### src/rtl/voice_scheduler.sv
// Drum-pad playback scheduler: one voice per pad, round-robin sample fetch
// through a single memory read port, saturating mix, one FIFO word per frame.
module voice_scheduler #(
  parameter int NUM_VOICES = 4,
  parameter int DATA_WIDTH = 16,
  parameter int ADDR_WIDTH = 16,
  parameter int SAMPLE_LEN = 16384
) (
  input  logic                  clk,
  input  logic                  reset,
  input  logic [NUM_VOICES-1:0] triggers,
  output logic [ADDR_WIDTH-1:0] mem_addr,
  input  logic [DATA_WIDTH-1:0] mem_data,
  input  logic                  fifo_full,
  output logic                  fifo_wr_en,
  output logic [DATA_WIDTH-1:0] fifo_data,
  output logic [NUM_VOICES-1:0] voice_active,
  output logic                  busy
);

  localparam int VW = $clog2(NUM_VOICES);
  localparam int PW = $clog2(SAMPLE_LEN);
  localparam int AW = DATA_WIDTH + VW;
  localparam logic [VW-1:0] LAST_V = VW'(NUM_VOICES - 1);
  localparam logic [PW-1:0] LAST_PTR = PW'(SAMPLE_LEN - 1);

  typedef enum logic [1:0] {IDLE, FETCH, DRAIN, WRITE} state_t;

  state_t                  state;
  logic [VW-1:0]           v;
  logic [NUM_VOICES-1:0]   active;
  logic [NUM_VOICES-1:0]   pending;
  logic [PW-1:0]           ptr [NUM_VOICES];
  logic signed [AW-1:0]    acc;

  logic [NUM_VOICES-1:0]   start_mask;
  logic [VW-1:0]           v_next;
  logic [VW-1:0]           prev_v;
  logic                    add_en;
  logic signed [AW-1:0]    term;
  logic signed [AW-1:0]    acc_next;
  logic [DATA_WIDTH-1:0]   sat;

  function automatic logic [ADDR_WIDTH-1:0] voice_addr(input logic [VW-1:0] idx,
                                                        input logic [PW-1:0] p);
    return ADDR_WIDTH'(idx) * ADDR_WIDTH'(SAMPLE_LEN) + ADDR_WIDTH'(p);
  endfunction

  // Data returned this cycle belongs to the voice addressed last cycle; in
  // DRAIN v has wrapped to 0, so v-1 names the last voice.
  always_comb begin
    start_mask = pending | triggers;
    v_next     = v + VW'(1);
    prev_v     = v - VW'(1);
    add_en     = ((state == FETCH) && (v != '0)) || (state == DRAIN);
    term       = '0;
    if (add_en && active[prev_v])
      term = {{VW{mem_data[DATA_WIDTH-1]}}, mem_data};
    acc_next = acc + term;
    sat      = acc_next[DATA_WIDTH-1:0];
    if (!((&acc_next[AW-1:DATA_WIDTH-1]) || (~|acc_next[AW-1:DATA_WIDTH-1])))
      sat = acc_next[AW-1] ? {1'b1, {(DATA_WIDTH-1){1'b0}}}
                           : {1'b0, {(DATA_WIDTH-1){1'b1}}};
  end

  assign fifo_wr_en   = (state == WRITE) && !fifo_full;
  assign busy         = (state != IDLE);
  assign voice_active = active;

  always_ff @(posedge clk) begin
    if (reset) begin
      state     <= IDLE;
      v         <= '0;
      active    <= '0;
      pending   <= '0;
      acc       <= '0;
      mem_addr  <= '0;
      fifo_data <= '0;
      for (int i = 0; i < NUM_VOICES; i++) ptr[i] <= '0;
    end else begin
      pending <= pending | triggers;
      case (state)
        IDLE: begin
          if (!fifo_full) begin
            for (int i = 0; i < NUM_VOICES; i++) begin
              if (start_mask[i]) begin
                active[i] <= 1'b1;
                ptr[i]    <= '0;
              end
            end
            pending  <= '0;
            acc      <= '0;
            v        <= '0;
            // Voice 0 address must see a restart applied on this same edge.
            mem_addr <= voice_addr('0, start_mask[0] ? '0 : ptr[0]);
            state    <= FETCH;
          end
        end
        FETCH: begin
          acc <= acc_next;
          v   <= v_next;
          if (v == LAST_V) begin
            mem_addr <= '0;
            state    <= DRAIN;
          end else begin
            mem_addr <= voice_addr(v_next, ptr[v_next]);
          end
        end
        DRAIN: begin
          acc       <= acc_next;
          fifo_data <= sat;
          state     <= WRITE;
        end
        WRITE: begin
          if (!fifo_full) begin
            for (int i = 0; i < NUM_VOICES; i++) begin
              if (active[i]) begin
                if (ptr[i] == LAST_PTR) begin
                  active[i] <= 1'b0;
                  ptr[i]    <= '0;
                end else begin
                  ptr[i] <= ptr[i] + PW'(1);
                end
              end
            end
            state <= IDLE;
          end
        end
        default: state <= IDLE;
      endcase
    end
  end

endmodule

### config.mk
export PLATFORM = sky130hd
export DESIGN_NAME = voice_scheduler
export DESIGN_NICKNAME = d
export VERILOG_FILES = /design/src/rtl/voice_scheduler.sv
export SDC_FILE = /design/constraint.sdc
export NUM_CORES = 1
export LEC_CHECK = 0
export ABC_AREA = 1
export CAP_MARGIN = 20
export CORE_ASPECT_RATIO = 0.9
export CORE_MARGIN = 4
export CORE_UTILIZATION = 51
export CTS_CLUSTER_SIZE = 25
export DETAILED_ROUTE_END_ITERATION = 16
export PLACE_DENSITY = 0.71
export SLEW_MARGIN = 10
export SYNTH_ARGS = -nofsm -noshare
export SYNTH_HDL_FRONTEND = slang
export SYNTH_SLANG_ARGS = --single-unit
### constraint.sdc
create_clock -name clk -period 3.6 [get_ports clk]
set_input_delay 0.72 -clock clk [delete_from_list [all_inputs] [get_ports clk]]
set_output_delay 0.72 -clock clk [all_outputs]
set_load 0.03 [all_outputs]
# --- After elaboration in Yosys (flattened, before gate mapping) ---
# Memories as Yosys holds them, arrays and structs flattened.
# Index checks and enable logic that the tools add are counted.
op_classes:
  multipliers: 0
  order_cmp: 1
  n_div: 0
  n_bitwise: 13
  reduce_logical: 23
  n_eq_ne: 15
  shift: 0
  addsub: 8
  muxes: 107
op_table:
  columns: ["op", "count"]
  rows:
  - ["two-way mux 14 bit", 13]
  - ["two-way mux 1 bit", 75]
  - ["two-way mux 16 bit", 4]
  - ["adder 14 x 1 -> 14 bit (second input constant)", 4]
  - ["equality test 14 bit (second input constant)", 4]
  - ["two-way mux 18 bit", 2]
  - ["one-hot mux 18 bit (2 select lines)", 1]
  - ["one-hot mux 16 bit (2 select lines)", 1]
  - ["adder 18 bit", 1]
  - ["adder 16 x 14 -> 16 bit", 1]
  - ["two-way mux 4 bit", 4]
  - ["AND reduction 4 bit", 4]
  - ["inequality test 2 bit (second input constant)", 6]
  - ["OR 1 bit", 12]
  - ["nonzero test 2 bit", 5]
  - ["one-hot mux 2 bit (4 select lines)", 1]
  - ["one-hot mux 4 bit (2 select lines)", 1]
  - ["equality test 2 bit (second input constant)", 3]
  - ["two-way mux 2 bit", 3]
  - ["AND reduction 3 bit", 2]
  - ["OR 4 bit", 1]
  - ["one-hot mux 2 bit (2 select lines)", 1]
  - ["AND reduction 2 bit", 2]
  - ["logical AND 1 bit", 3]
  - ["11 further kinds", 13]
word_totals:
  elab_cells: 178
  mem_count: 1
  input_bits: 23
  latch_bits: 0
  mem_bits_rw: 56
  out_inout_bits: 38
  rom_bits: 0
  ff_bits: 62
mem_list:
  columns: ["name", "depth", "width", "rd", "rd_clocked_by_memory_dff", "wr", "line", "rtl"]
  rows:
  - ["ptr", 4, 14, 5, 0, 4, "33", "logic [PW-1:0] ptr [NUM_VOICES];"]

# --- Depth between registers and ports, before layout ---
# Gate-level depths: netlist of the first run.
logic_depth:
  word_depth: 10
  ltp_mapped: 31
  ltp_nobuf: 25

# --- Worst setup path after synthesis of the first run ---
# Ideal clock, no wire load.
synth_path:
  kind: "reg-to-reg"
  start: "register v[0]"
  end: "register fifo_data[0]"
  path_buffers: 6
  synth_period_minus_slack_ns: 3.783
  setup_time_ns: 0.117
  path_stages_with_launch: 31
  arrival_time_ns: 3.666
  slack_ns: -0.183
  required_ns: 3.483
  path_cell_list: "dfxtp_1 > buf_2 > inv_1 > buf_2 > clkbuf_1 > ha_1 > buf_2 > inv_2 > nand3_1 > nand2_2 > nand2_1 > clkbuf_1 > nor2_1 > ha_1 > inv_1 > fa_1 > inv_1 > nand2_1 > nand2_1 > nand3_1 > nand2_2 > nand2_1 > nand3_1 > nand2_2 > inv_2 > nand2_1 > nand2_1 > nand2_2 > buf_6 > nor2_1 > nor2_1"
synth_between:
  elab_chain_len: 10
  word_cells_on_any_way: 15
  cone_classes: "add/sub (2); mux (5); reduce/logical (8)"
synth_lines:
  columns: ["item", "line", "rtl"]
  rows:
  - ["from (decl)", "30", "logic [VW-1:0] v;"]
  - ["from (signal assigned)", "101", "v <= v_next;"]
  - ["subtractor 2 x 1 -> 2 bit or nonzero test 2 bit (tied branches)", "54, 55", null]
  - ["binary-select mux 1 bit (select 2 bit) or logical AND 1 bit (tied branches)", "57, 55", null]
  - ["two-way mux 1 bit (implied by the code) or logical OR 1 bit (tied branches)", "57, 55", null]
  - ["logical AND 1 bit *", "57", "if (add_en && active[prev_v])"]
  - ["two-way mux 18 bit *", "57", null]
  - ["adder 18 bit *", "59", "acc_next = acc + term;"]
  - ["OR reduction 3 bit", "61", "if (!((&acc_next[AW-1:DATA_WIDTH-1]) || (~|acc_next[AW-1:DATA_WIDTH-1])))"]
  - ["zero test 1 bit", "61", null]
  - ["logical OR 1 bit", "61", null]
  - ["two-way mux 16 bit *", "61", null]
  - ["to (signal assigned)", "111", "fifo_data <= sat;"]
  - ["to (decl)", "16", "output logic [DATA_WIDTH-1:0] fifo_data,"]
# Mark *: on every way between the ends. The rest lies on a longest branch, timed or not. The select of a mux whose other input is x is not followed.
# A chain may end at the register's enable or synchronous reset.

# --- Final worst setup path of the first run ---
layout_path:
  start: "register state[1]"
  end: "register fifo_data[8]"
layout_between:
  elab_chain_len: 10
  word_cells_on_any_way: 13
  cone_classes: "add/sub (1); eq/ne (2); mux (3); reduce/logical (7)"
layout_lines:
  columns: ["item", "line", "rtl"]
  rows:
  - ["from (decl)", "29", "state_t state;"]
  - ["from (signal assigned)", "72", "state <= IDLE;"]
  - ["from (signal assigned)", "96", "state <= FETCH;"]
  - ["from (signal assigned)", "104", "state <= DRAIN;"]
  - ["equality test 2 x 1 -> 1 bit", "55", "add_en = ((state == FETCH) && (v != '0)) || (state == DRAIN);"]
  - ["logical AND 1 bit", "55", null]
  - ["logical OR 1 bit", "55", null]
  - ["logical AND 1 bit", "57", null]
  - ["two-way mux 18 bit", "57", null]
  - ["adder 18 bit", "59", null]
  - ["OR reduction 3 bit", "61", null]
  - ["zero test 1 bit", "61", null]
  - ["logical OR 1 bit", "61", null]
  - ["two-way mux 16 bit", "61", null]
# Several ways; a longest one is shown, not always the timed one.

==> summary.txt, run 1 <==
Outcome
  • Status: completed

CTS
  • Hold buffer count at cts: 0
  • Clock insertion delay at the later pin of the skew report: 0.42 ns
  • Post-CTS Setup Bufs: 0
  • CTS root buffer: clkbuf_16
  • CTS tree: done
  • Num CTS Buffers: 17
  • Clk buf depth: 2
  • Clock Sinks: 117
  • Post-CTS resize count: 0
  • Htree depth: 4
  • CTS clock-pin slew for the worst setup and hold paths: 0.05 ns

Floorplan
  • # rows: 41
  • Die X: 134 um
  • I/O pin cnt: 61
  • Die area: 0.0162 mm2
  • Core area: 0.0140 mm2
  • Die span in y: 121 um
  • Starting Density: 51.8%

STA
  • RSZ-0062 raised after global routing: false
  • Slew Limit Fails: 0
  • Max Clock Freq: 309 MHz
  • Final hold viol count: 0
  • Final worst path period share: 89.9%
  • Slew Limit Headroom: 34.5%
  • Worst Skew: 0.0106 ns
  • Minimum clock period after layout: 3.24 ns
  • Total negative slack: 0 ns
  • Final Worst Setup Slack: 0.363 ns
  • Worst-margin pin slew: 0.979 ns
  • Setup violators final: 0

Layout
  • Nets: 1136
  • Most common cell after layout, fill and taps aside: nand2_1
  • Fin area: 0.00857 mm2
  • # diodes: 0
  • Most frequent cells in the layout: nand2_1, nor2_1, inv_1, a21oi_1, dfxtp_1
  • Share of layout cells above drive strength 1: 8.02%
  • Post-Route Utilization: 61.4%
  • Area growth from synthesis to layout: 18.5%

GRT
  • Vias in the first global route: 6137
  • Largest net degree at the start of global routing: 35
  • Congestion Overflow GR: 0
  • First-pass GRT wire length: 32.3 mm
  • Initial antenna violation count: 0
  • Tot GR Track Use: 25.3%

Logic synthesis
  • Most used DFF post-synth: dfxtp_1
  • Post-synth EDFFs: 42
  • Warnings from Yosys: 0
  • Synth cell types: 47
  • Flops & latches, synth: 117
  • Syn Inst Count: 1027
  • Mapped Avg Cell Area: 7.04 um2
  • Sequential share of the synthesized area: 38.2%
  • Async SR Flop Fraction: 0%
  • Syn nets: 1079
  • Mapped Area: 0.00723 mm2

Route
  • Final ANT Viol Nets: 0
  • Via count: 6970
  • Vias/cell: 5.40
  • Drt wl/cell: 15.7 um
  • Remaining DRCs: 0
  • DRT Wirelength: 20.2 mm
  • TritonRoute pass-1 iters: 5
  • DR iter-0 viols: 605

Critical path
  • Setup crit end kind: flop
  • CP max FO: 15
  • Setup CP Type: reg2reg
  • Crit path launch type: flop
  • Data arrival, critical path: 3.55 ns
  • CP required: 3.91 ns

Min path
  • Worst Hold Class: reg2reg

Power
  • Power Density: 617 mW/mm2
  • Total power: 5.29 mW
  • Worst IR Drop VDD: 0.544 mV
  • Leak: 3.61 nW

Placed design
  • Placer Congestion: 0.917
  • Buffers on Ports: 60
  • Detailed placer's ending HPWL: 14.9 mm
  • Dpl ws: 0.306 ns
  • Placement Cell Area: 0.00801 mm2

Flow run
  • Max_cap viols: 0
[synth_stat cells, types with 2 or more instances]
master | count | share of area [%]
o21ai_2 | 2 | 0.24
a21oi_1 | 104 | 7.2
nor4_1 | 6 | 0.52
buf_4 | 2 | 0.21
o221ai_1 | 3 | 0.36
a31oi_1 | 14 | 1.2
and2_1 | 2 | 0.17
nor2_1 | 129 | 6.7
nand2_1 | 214 | 11
inv_2 | 9 | 0.47
edfxtp_1 | 42 | 17
nand3_1 | 65 | 4.5
buf_2 | 5 | 0.35
or2_2 | 12 | 1.0
clkbuf_1 | 25 | 1.3
ha_1 | 28 | 4.8
nor3_2 | 3 | 0.42
inv_1 | 116 | 6.0
nor2_4 | 2 | 0.31
nand4_1 | 9 | 0.78
nor3b_1 | 6 | 0.62
o21ai_0 | 68 | 4.7
xor2_1 | 15 | 1.8
o21bai_1 | 2 | 0.21
nand3b_1 | 2 | 0.21
dfxtp_1 | 75 | 21
nand2_2 | 10 | 0.86
nor2_2 | 2 | 0.17
xnor2_1 | 8 | 0.97
nor3_1 | 22 | 1.5
buf_6 | 4 | 0.62
o22ai_1 | 6 | 0.52
[stage by stage]
stage	hold WS [ns]	instances
2_1_floorplan	0.447	1027
3_3_place_gp	0.460	1258
3_5_place_dp	0.464	1258
4_1_cts	0.472	1290
5_1_grt	0.489	1290
6_report	0.470	1290
[sequential cells by signal (all words and copies together) (netlist names)]
| register | flops |
|---|---|
| v | 1 |
| mem_addr | 16 |
| acc | 18 |
| pending | 4 |
| ptr | 56 |
| voice_active | 4 |
| fifo_data | 16 |
| state | 2 |
[path summary, 6_finish.rpt]
check | start | end | slack [ns] | depth (start not counted)
hold / removal | acc[13] | acc[13] | 0.47 | 2
setup / recovery | state[1] | fifo_data[8] | 0.36 | 23
hold reg to reg | acc[13] | acc[13] | 0.47 | 2
setup reg to reg | state[1] | fifo_data[8] | 0.36 | 23
[report_power, final]
group          internal [mW]  switching [mW]
combinational          0.629            1.24
sequential              1.61           0.176
clock                   1.04           0.593
total                   3.28            2.01
[worst max-delay path, cell delays in order (launching register included)]
cell     delay [ns]
dfxtp_1        0.32
inv_1          0.11
ha_1           0.26
inv_1          0.11
o21ai_2        0.25
nand2_2        0.10
nor2_1         0.10
ha_2           0.20
inv_1          0.05
fa_1           0.37
inv_1          0.06
nand2_1        0.07
nand2_1        0.10
nand3_1        0.09
nand2_2        0.11
nand2_1        0.08
nand3_1        0.09
nand2_2        0.08
inv_2          0.05
nand2_1        0.04
nand2_1        0.06
nand2_2        0.19
nor2_1         0.18
nor2_1         0.05
[cell families (layout without fill, tap and decap cells)]
kind of cell               after synthesis  count (layout)  share of synthesized area [%]
AOI/OAI and AO/OA                      208             208                           15.5
and+or+nand+nor                        487             487                           29.3
xor gates and xnor gates                23              23                           2.78
DFF                                    117             117                           38.2
buffers and inverters                  163             233                           9.06
adders and majority gates               29              29                           5.12
[per-layer routing]
metal | share of wire, % | vias up | GRT usage, %
met2 | 43 | 266 | 38.4
met3 | 6.8 | 26 | 4.81
met4 | 1.5 | 0 | 6.49
li1 | - | 3508 | -
met1 | 49 | 3170 | 37.2
met5 | 0 | - | 0
[area by class of cell]
| cell class | count | area (um2) |
|---|---|---|
| fill | 1302 | 5380 |
| clock buffer | 28 | 517 |
| clock inverter | 4 | 45.0 |
| sequential | 117 | 2760 |
| inverter | 126 | 473 |
| timing repair buffer | 75 | 713 |
| tap | 193 | 241 |
| multi-input combinational | 747 | 3820 |
No activity file was read; power rests on OpenSTA's default activity.
==> run 2: changes to the inputs <==
--- a/config.mk
+++ b/config.mk
@@ -12,7 +12,9 @@
 export CORE_UTILIZATION = 51
 export CTS_CLUSTER_SIZE = 25
 export DETAILED_ROUTE_END_ITERATION = 16
+export GPL_TIMING_DRIVEN = 0
 export PLACE_DENSITY = 0.71
+export SKIP_LAST_GASP = 1
 export SLEW_MARGIN = 10
 export SYNTH_ARGS = -nofsm -noshare
 export SYNTH_HDL_FRONTEND = slang
==> run 2 against run 1 <==
Combinational power grew 11%. Clock skew shrank 0.0054 ns. Largest cell class unchanged. Non-clock buffer count rose by 36. Final cell count rose by 2.8%. Flip-flop and latch count did not move. Utilization up 4.1 points. Register-to-register slack worse by 0.18 ns. Largest power group unchanged. Critical path depth increased by 5. Clock power rose by 15%. Count of clock-buffer cells in the layout shrank 10.
==> summary.txt, run 2 (synthesized netlist as in run 1, its figures left out) <==
Outcome
  • Status: completed

STA
  • Max Clock Freq: 293 MHz (-5.3%)
  • Slew Limit Headroom: 40.1% (+5.5 points)
  • Final hold viol count: 0 (unchanged)
  • Final worst path period share: 94.9% (+5.0 points)
  • Minimum clock period after layout: 3.42 ns (+0.180 ns)
  • Slew Limit Fails: 0 (unchanged)
  • Worst-margin pin slew: 0.899 ns (-0.0795 ns)
  • Worst Skew: 0.00521 ns (-0.00538 ns)
  • Setup violators final: 0 (unchanged)
  • Fin Hold WS: 0.473 ns (+0.00325 ns)

CTS
  • Num CTS Buffers: 17 (unchanged)
  • CTS root buffer: clkbuf_16
  • CTS clock-pin slew for the worst setup and hold paths: 0.06 ns (about the same)
  • Clock insertion delay at the later pin of the skew report: 0.43 ns (about the same)
  • Htree depth: 4 (unchanged)
  • Clk buf depth: 2 (unchanged)
  • Clock Sinks: 117 (unchanged)
  • Hold buffer count at cts: 0 (unchanged)
  • CTS tree: done

Route
  • Via count: 7174 (+2.9%)
  • Remaining DRCs: 0 (unchanged)
  • TritonRoute pass-1 iters: 5 (unchanged)
  • Final ANT Viol Nets: 0 (unchanged)
  • Drt wl/cell: 16.2 um (+3.4%)
  • DR iter-0 viols: 664 (+9.8%)
  • Vias/cell: 5.41 (+0.13%)
  • DRT Wirelength: 21.5 mm (+6.3%)

Layout
  • Post-Route Utilization: 65.5% (+4.1 points)
  • Most common cell after layout, fill and taps aside: nand2_1
  • Regs by FF count: ptr (56), acc (18)
  • Area growth from synthesis to layout: 26.4%
  • Most frequent cells in the layout: nand2_1, nor2_1, inv_1, a21oi_1, dfxtp_1
  • Fin area: 0.00914 mm2 (+6.7%)
  • Share of layout cells above drive strength 1: 13.0% (+5.0 points)
  • # diodes: 0 (unchanged)
  • Nets: 1172 (+3.2%)
  • Largest Register: ptr
  • Filler cell count: 1233 (-5.3%)
  • Max reg flops: 56 (unchanged)

Floorplan
  • Die span in y: 121 um (unchanged)
  • # rows: 41 (unchanged)
  • Starting Density: 51.8% (unchanged)
  • Die X: 134 um (unchanged)
  • Die area: 0.0162 mm2 (unchanged)
  • Core area: 0.0140 mm2 (unchanged)
  • I/O pin cnt: 61 (unchanged)

Critical path
  • Most used cell, CP: nand2_2
  • Data arrival, critical path: 3.74 ns (+0.19 ns)
  • RR Endpoint: fifo_data[8]
  • Worst r2r src: v[0]
  • Crit-path slowest cell: fa_2
  • Setup crit end kind: flop
  • Crit path launch type: flop
  • Length in cells of the worst reg-to-reg path: 28 (+22%)
  • Worst reg-to-reg setup slack: 0.18 ns (-0.18 ns)
  • Max incr delay on CP: 0.40 ns (+0.03 ns)
  • CP required: 3.92 ns (about the same)
  • Setup CP Type: reg2reg
  • CP max FO: 5 (-10)

Min path
  • Worst Hold Class: reg2reg
  • Hold Crit Start: acc[10]
  • Hold EP: acc[10]
  • Hold Crit Depth: 2 (unchanged)

Power
  • Flop pwr share: 31.3% (-2.5 points)
  • Sw Ratio: 37.7% (-0.37 points)
  • Clock Power Share: 32.5% (+1.7 points)
  • Worst IR Drop VDD: 0.512 mV (-5.8%)
  • Total power: 5.75 mW (+8.7%)
  • Power Density: 629 mW/mm2 (+1.9%)
  • NetSw: 2.17 mW (+7.6%)
  • Leak: 3.80 nW (+5.2%)
  • Internal cell power: 3.58 mW (+9.4%)
  • Combinational fraction of design power: 36.2% (+0.8 points)

Flow run
  • Max_cap viols: 0 (unchanged)

Placed design
  • Buffers on Ports: 60 (unchanged)
  • Placement Cell Area: 0.00813 mm2 (+1.5%)
  • Placer Congestion: 0.922 (+0.50%)
  • Detailed placer's ending HPWL: 15.7 mm (+5.5%)

GRT
  • Initial antenna violation count: 0 (unchanged)
  • First-pass GRT wire length: 34.1 mm (+5.4%)
  • Congestion Overflow GR: 0 (unchanged)
  • Tot GR Track Use: 26.8% (+1.5 points)
  • Vias in the first global route: 6577 (+7.2%)
  • Largest net degree at the start of global routing: 17 (-51%)
## run 2: changes by cell type in the layout (fill, tap and decap cells not counted), moves of 4 or more
cell	change
clkbuf_1	+18
a21oi_1	-11
a21oi_2	+9
nor2_1	-8
nand2_1	-7
buf_6	+5
clkinvlp_4	+5
nand2_4	+5
nand3_1	-5
nor2_2	+5
bufinv_16	+4
clkbuf_8	-4
## run 2: area by class of cell
class | instances | area [um2] | share of cell area (%)
inverters | 126 | 482 | 5.27
multi-input cells | 747 | 4050 | 44.3
well taps | 193 | 241 | 2.64
clock buffers | 18 | 429 | 4.69
flip-flops and latches | 117 | 2760 | 30.2
plain buffers | 35 | 218 | 2.38
repair buffers | 76 | 753 | 8.24
clock inverters | 14 | 209 | 2.29
## run 2: repair_timing
action / 4_1_cts / 5_1_grt
endpoints found under the hold margin: 0 / 0
gates resized for setup: 23 / 37
gates cloned: 1 / 1
pin swaps: 5 / 9
buffers inserted: 8 / 6
setup endpoints to repair: 26 / 19
## run 2: stage by stage
stage	TNS [ns]	setup slack (ns)	std cells
2_1_floorplan	0	0.00444	1027
3_3_place_gp	-8.65	-0.569	1280
3_5_place_dp	-9.47	-0.605	1280
4_1_cts	0	0.0184	1320
5_1_grt	-0.0229	-0.00922	1326
6_report	0	0.183	1326
## run 2: worst max-delay path by stage
stage | startpoint | to | slack (ns) | cells after the start
after floorplan | v[0] | fifo_data[0] | 0.004 | 30
after global placement | v[0] | fifo_data[7] | -0.57 | 30
after detailed placement | v[0] | fifo_data[7] | -0.60 | 29
after CTS | v[0] | fifo_data[11] | 0.02 | 29
after global routing | v[0] | fifo_data[7] | -0.009 | 27
final | v[0] | fifo_data[8] | 0.18 | 28
## run 2: power groups by stage
stage          Sequential, mW  Clock, mW  Combinational [mW]
6_report                 1.80       1.87                2.08
5_1_grt                  1.83       1.94                2.26
4_1_cts                  1.79       1.88                1.96
3_5_place_dp             1.81          0                1.86
3_3_place_gp             1.81          0                1.84
2_1_floorplan            2.01          0               0.972
## run 2: metal layers
layer / GRT usage, % / wire [um] / vias to the layer above
met2: 37.4 / 8840 / 277
met1: 39.3 / 10100 / 3271
met3: 7.71 / 2080 / 38
met4: 9.70 / 465 / 0
met5: 0 / 0 / -
li1: - / - / 3588
## run 2: worst max-delay path: cells and delay by family (launching register included)
family,cells,cell delay (ns)
fa+ha+maj,3,0.82
buf+inv,9,0.91
flops,1,0.34
simple gates,16,1.22
==> run 3: changes to the inputs <==
--- a/config.mk
+++ b/config.mk
@@ -15,7 +15,6 @@
 export GPL_TIMING_DRIVEN = 0
 export PLACE_DENSITY = 0.71
 export SKIP_LAST_GASP = 1
-export SLEW_MARGIN = 10
 export SYNTH_ARGS = -nofsm -noshare
 export SYNTH_HDL_FRONTEND = slang
 export SYNTH_SLANG_ARGS = --single-unit
==> run 3 against run 2 <==
Final cell count about the same. Sequential share of layout area up 0.25 points. Via count up 0.78%. Power down 3.0%. Count of clock-buffer cells in the layout up 2. Clock skew up 0.0017 ns. Global-route usage down 0.47 points. First-iteration DRC count up 3.6%. Non-clock buffer count up 1. Flip-flop and latch count unchanged.
==> summary.txt, run 3 (synthesized netlist as in run 1, its figures left out) <==
Layout
  • Filler cell count: 1240 (+0.57%)
  • Max reg flops: 56 (unchanged)
  • Area occupied by multi-input gates: 0.00404 mm2 (-0.28%)
  • Nets: 1173 (+0.085%)
  • Share of layout cells above drive strength 1: 12.8% (-0.19 points)
  • Regs by FF count: ptr (56), acc (18)
  • Area growth from synthesis to layout: 25.4%
  • Largest Register: ptr
  • # diodes: 0 (unchanged)
  • Sequential cell area: 0.00276 mm2 (unchanged)
  • Most frequent cells in the layout: nand2_1, nor2_1, inv_1, a21oi_1, dfxtp_1
  • Most common cell after layout, fill and taps aside: nand2_1

Flow run
  • Max_cap viols: 0 (unchanged)

Floorplan
  • I/O pin cnt: 61 (unchanged)
  • Die span in y: 121 um (unchanged)
  • Starting Density: 51.8% (unchanged)
  • Die X: 134 um (unchanged)
  • # rows: 41 (unchanged)
  • Core area: 0.0140 mm2 (unchanged)
  • Die area: 0.0162 mm2 (unchanged)

Route
  • DR iter-0 viols: 688 (+3.6%)
  • Vias/cell: 5.45 (+0.70%)
  • Remaining DRCs: 0 (unchanged)
  • Drt wl/cell: 16.0 um (-1.1%)
  • Final ANT Viol Nets: 0 (unchanged)
  • DRT Wirelength: 21.3 mm (-1.0%)
  • Via count: 7230 (+0.78%)
  • TritonRoute pass-1 iters: 5 (unchanged)

Critical path
  • Max incr delay on CP: 0.40 ns (about the same)
  • Setup crit end kind: flop
  • CP required: 3.91 ns (about the same)
  • Crit-path slowest cell: fa_2
  • Data arrival, critical path: 3.76 ns (+0.02 ns)
  • Crit path launch type: flop
  • CP max FO: 5 (unchanged)
  • Setup CP Type: reg2reg

GRT
  • Tot GR Track Use: 26.4% (-0.47 points)
  • Largest net degree at the start of global routing: 17 (unchanged)
  • Congestion Overflow GR: 0 (unchanged)
  • Initial antenna violation count: 0 (unchanged)
  • Vias in the first global route: 6603 (+0.40%)
  • First-pass GRT wire length: 33.4 mm (-1.8%)

Outcome
  • Status: completed

Power
  • Worst IR Drop VDD: 0.484 mV (-5.6%)
  • Power Density: 615 mW/mm2 (-2.2%)
  • Total power: 5.58 mW (-3.0%)
  • Leak: 3.78 nW (-0.50%)

CTS
  • Htree depth: 4 (unchanged)
  • Clock Sinks: 117 (unchanged)
  • Clock insertion delay at the later pin of the skew report: 0.43 ns (about the same)
  • Hold buffer count at cts: 0 (unchanged)
  • CTS root buffer: clkbuf_16
  • Num CTS Buffers: 17 (unchanged)
  • CTS tree: done
  • CTS clock-pin slew for the worst setup and hold paths: 0.05 ns (about the same)
  • Clk buf depth: 2 (unchanged)

STA
  • Final hold viol count: 0 (unchanged)
  • Slew Limit Headroom: 32.1% (-8.0 points)
  • Worst Skew: 0.00690 ns (+0.00168 ns)
  • Max Clock Freq: 290 MHz (-0.86%)
  • Setup violators final: 0 (unchanged)
  • Worst-margin pin slew: 1.02 ns (+0.120 ns)
  • RSZ-0062 raised after global routing: false
  • Final worst path period share: 95.7% (+0.83 points)
  • Minimum clock period after layout: 3.45 ns (+0.0298 ns)
  • Slew Limit Fails: 0 (unchanged)
  • Final Worst Setup Slack: 0.153 ns (-0.0298 ns)

Placed design
  • Dpl ws: -0.592 ns (+0.0131 ns)
  • Placer Congestion: 0.922 (unchanged)
  • Buffers on Ports: 60 (unchanged)
  • Detailed placer's ending HPWL: 15.7 mm (+0.34%)

Min path
  • Worst Hold Class: reg2reg
==> run 3: final timing paths <==
check | start | end | slack [ns] | depth (start not counted)
max | v[0] | fifo_data[8] | 0.15 | 27
min reg2reg | acc[10] | acc[10] | 0.47 | 2
max reg2reg | v[0] | fifo_data[8] | 0.15 | 27
min | acc[10] | acc[10] | 0.47 | 2
==> run 3: metal layers <==
layer / wire, um / up-vias / track usage (%) / share of wire (%)
met5: 0 / - / 0 / 0
met4: 405 / 0 / 9.19 / 1.9
met3: 2140 / 38 / 8.42 / 10
met2: 8700 / 319 / 36.6 / 41
met1: 10000 / 3281 / 38.4 / 47
li1: - / 3592 / - / -
==> run 3: per-stage QoR <==
step | util [%] | area [um2] | std cells | hold slack, ns | setup TNS (ns)
floorplan | - | 7270 | 1027 | 0.447 | 0
global placement | 58.1 | 8110 | 1280 | 0.459 | -8.65
detailed placement | 58.3 | 8130 | 1282 | 0.461 | -9.08
CTS | 63.9 | 8910 | 1324 | 0.471 | 0
global route | 65.0 | 9070 | 1327 | 0.493 | 0
finish | 65.0 | 9070 | 1327 | 0.470 | 0
==> run 3: worst max-delay path: cells and delay by family (launching register included) <==
family        cells  cell delay, ns
flops             1            0.34
fa+ha+maj         3            0.89
simple gates     16            1.29
buf+inv           8            0.84
==> run 3: power breakdown <==
group	switching, mW	total [mW]	internal (mW)	leakage, nW
clock	0.614	1.71	1.09	0.288
combinational	1.32	2.07	0.758	2.44
sequential	0.186	1.80	1.61	1.06
==> run 3: layout make-up <==
| cell class | instances | area share [%] |
|---|---|---|
| Clock buffer | 20 | 4.93 |
| Timing Repair Buffer | 77 | 8.25 |
| Tap cell | 193 | 2.66 |
| Inverter | 126 | 5.31 |
| Multi-Input combinational cell | 747 | 44.5 |
| Sequential cell | 117 | 30.5 |
| Clock inverter | 12 | 1.49 |
| Buffer | 35 | 2.37 |
==> run 3: timing repair <==
action | in CTS | in global routing
resized for setup | 27 | 35
pin swaps | 6 | 7
buffers inserted | 10 | 3
setup endpoints to repair | 26 | 19
gates cloned | 1 | 1
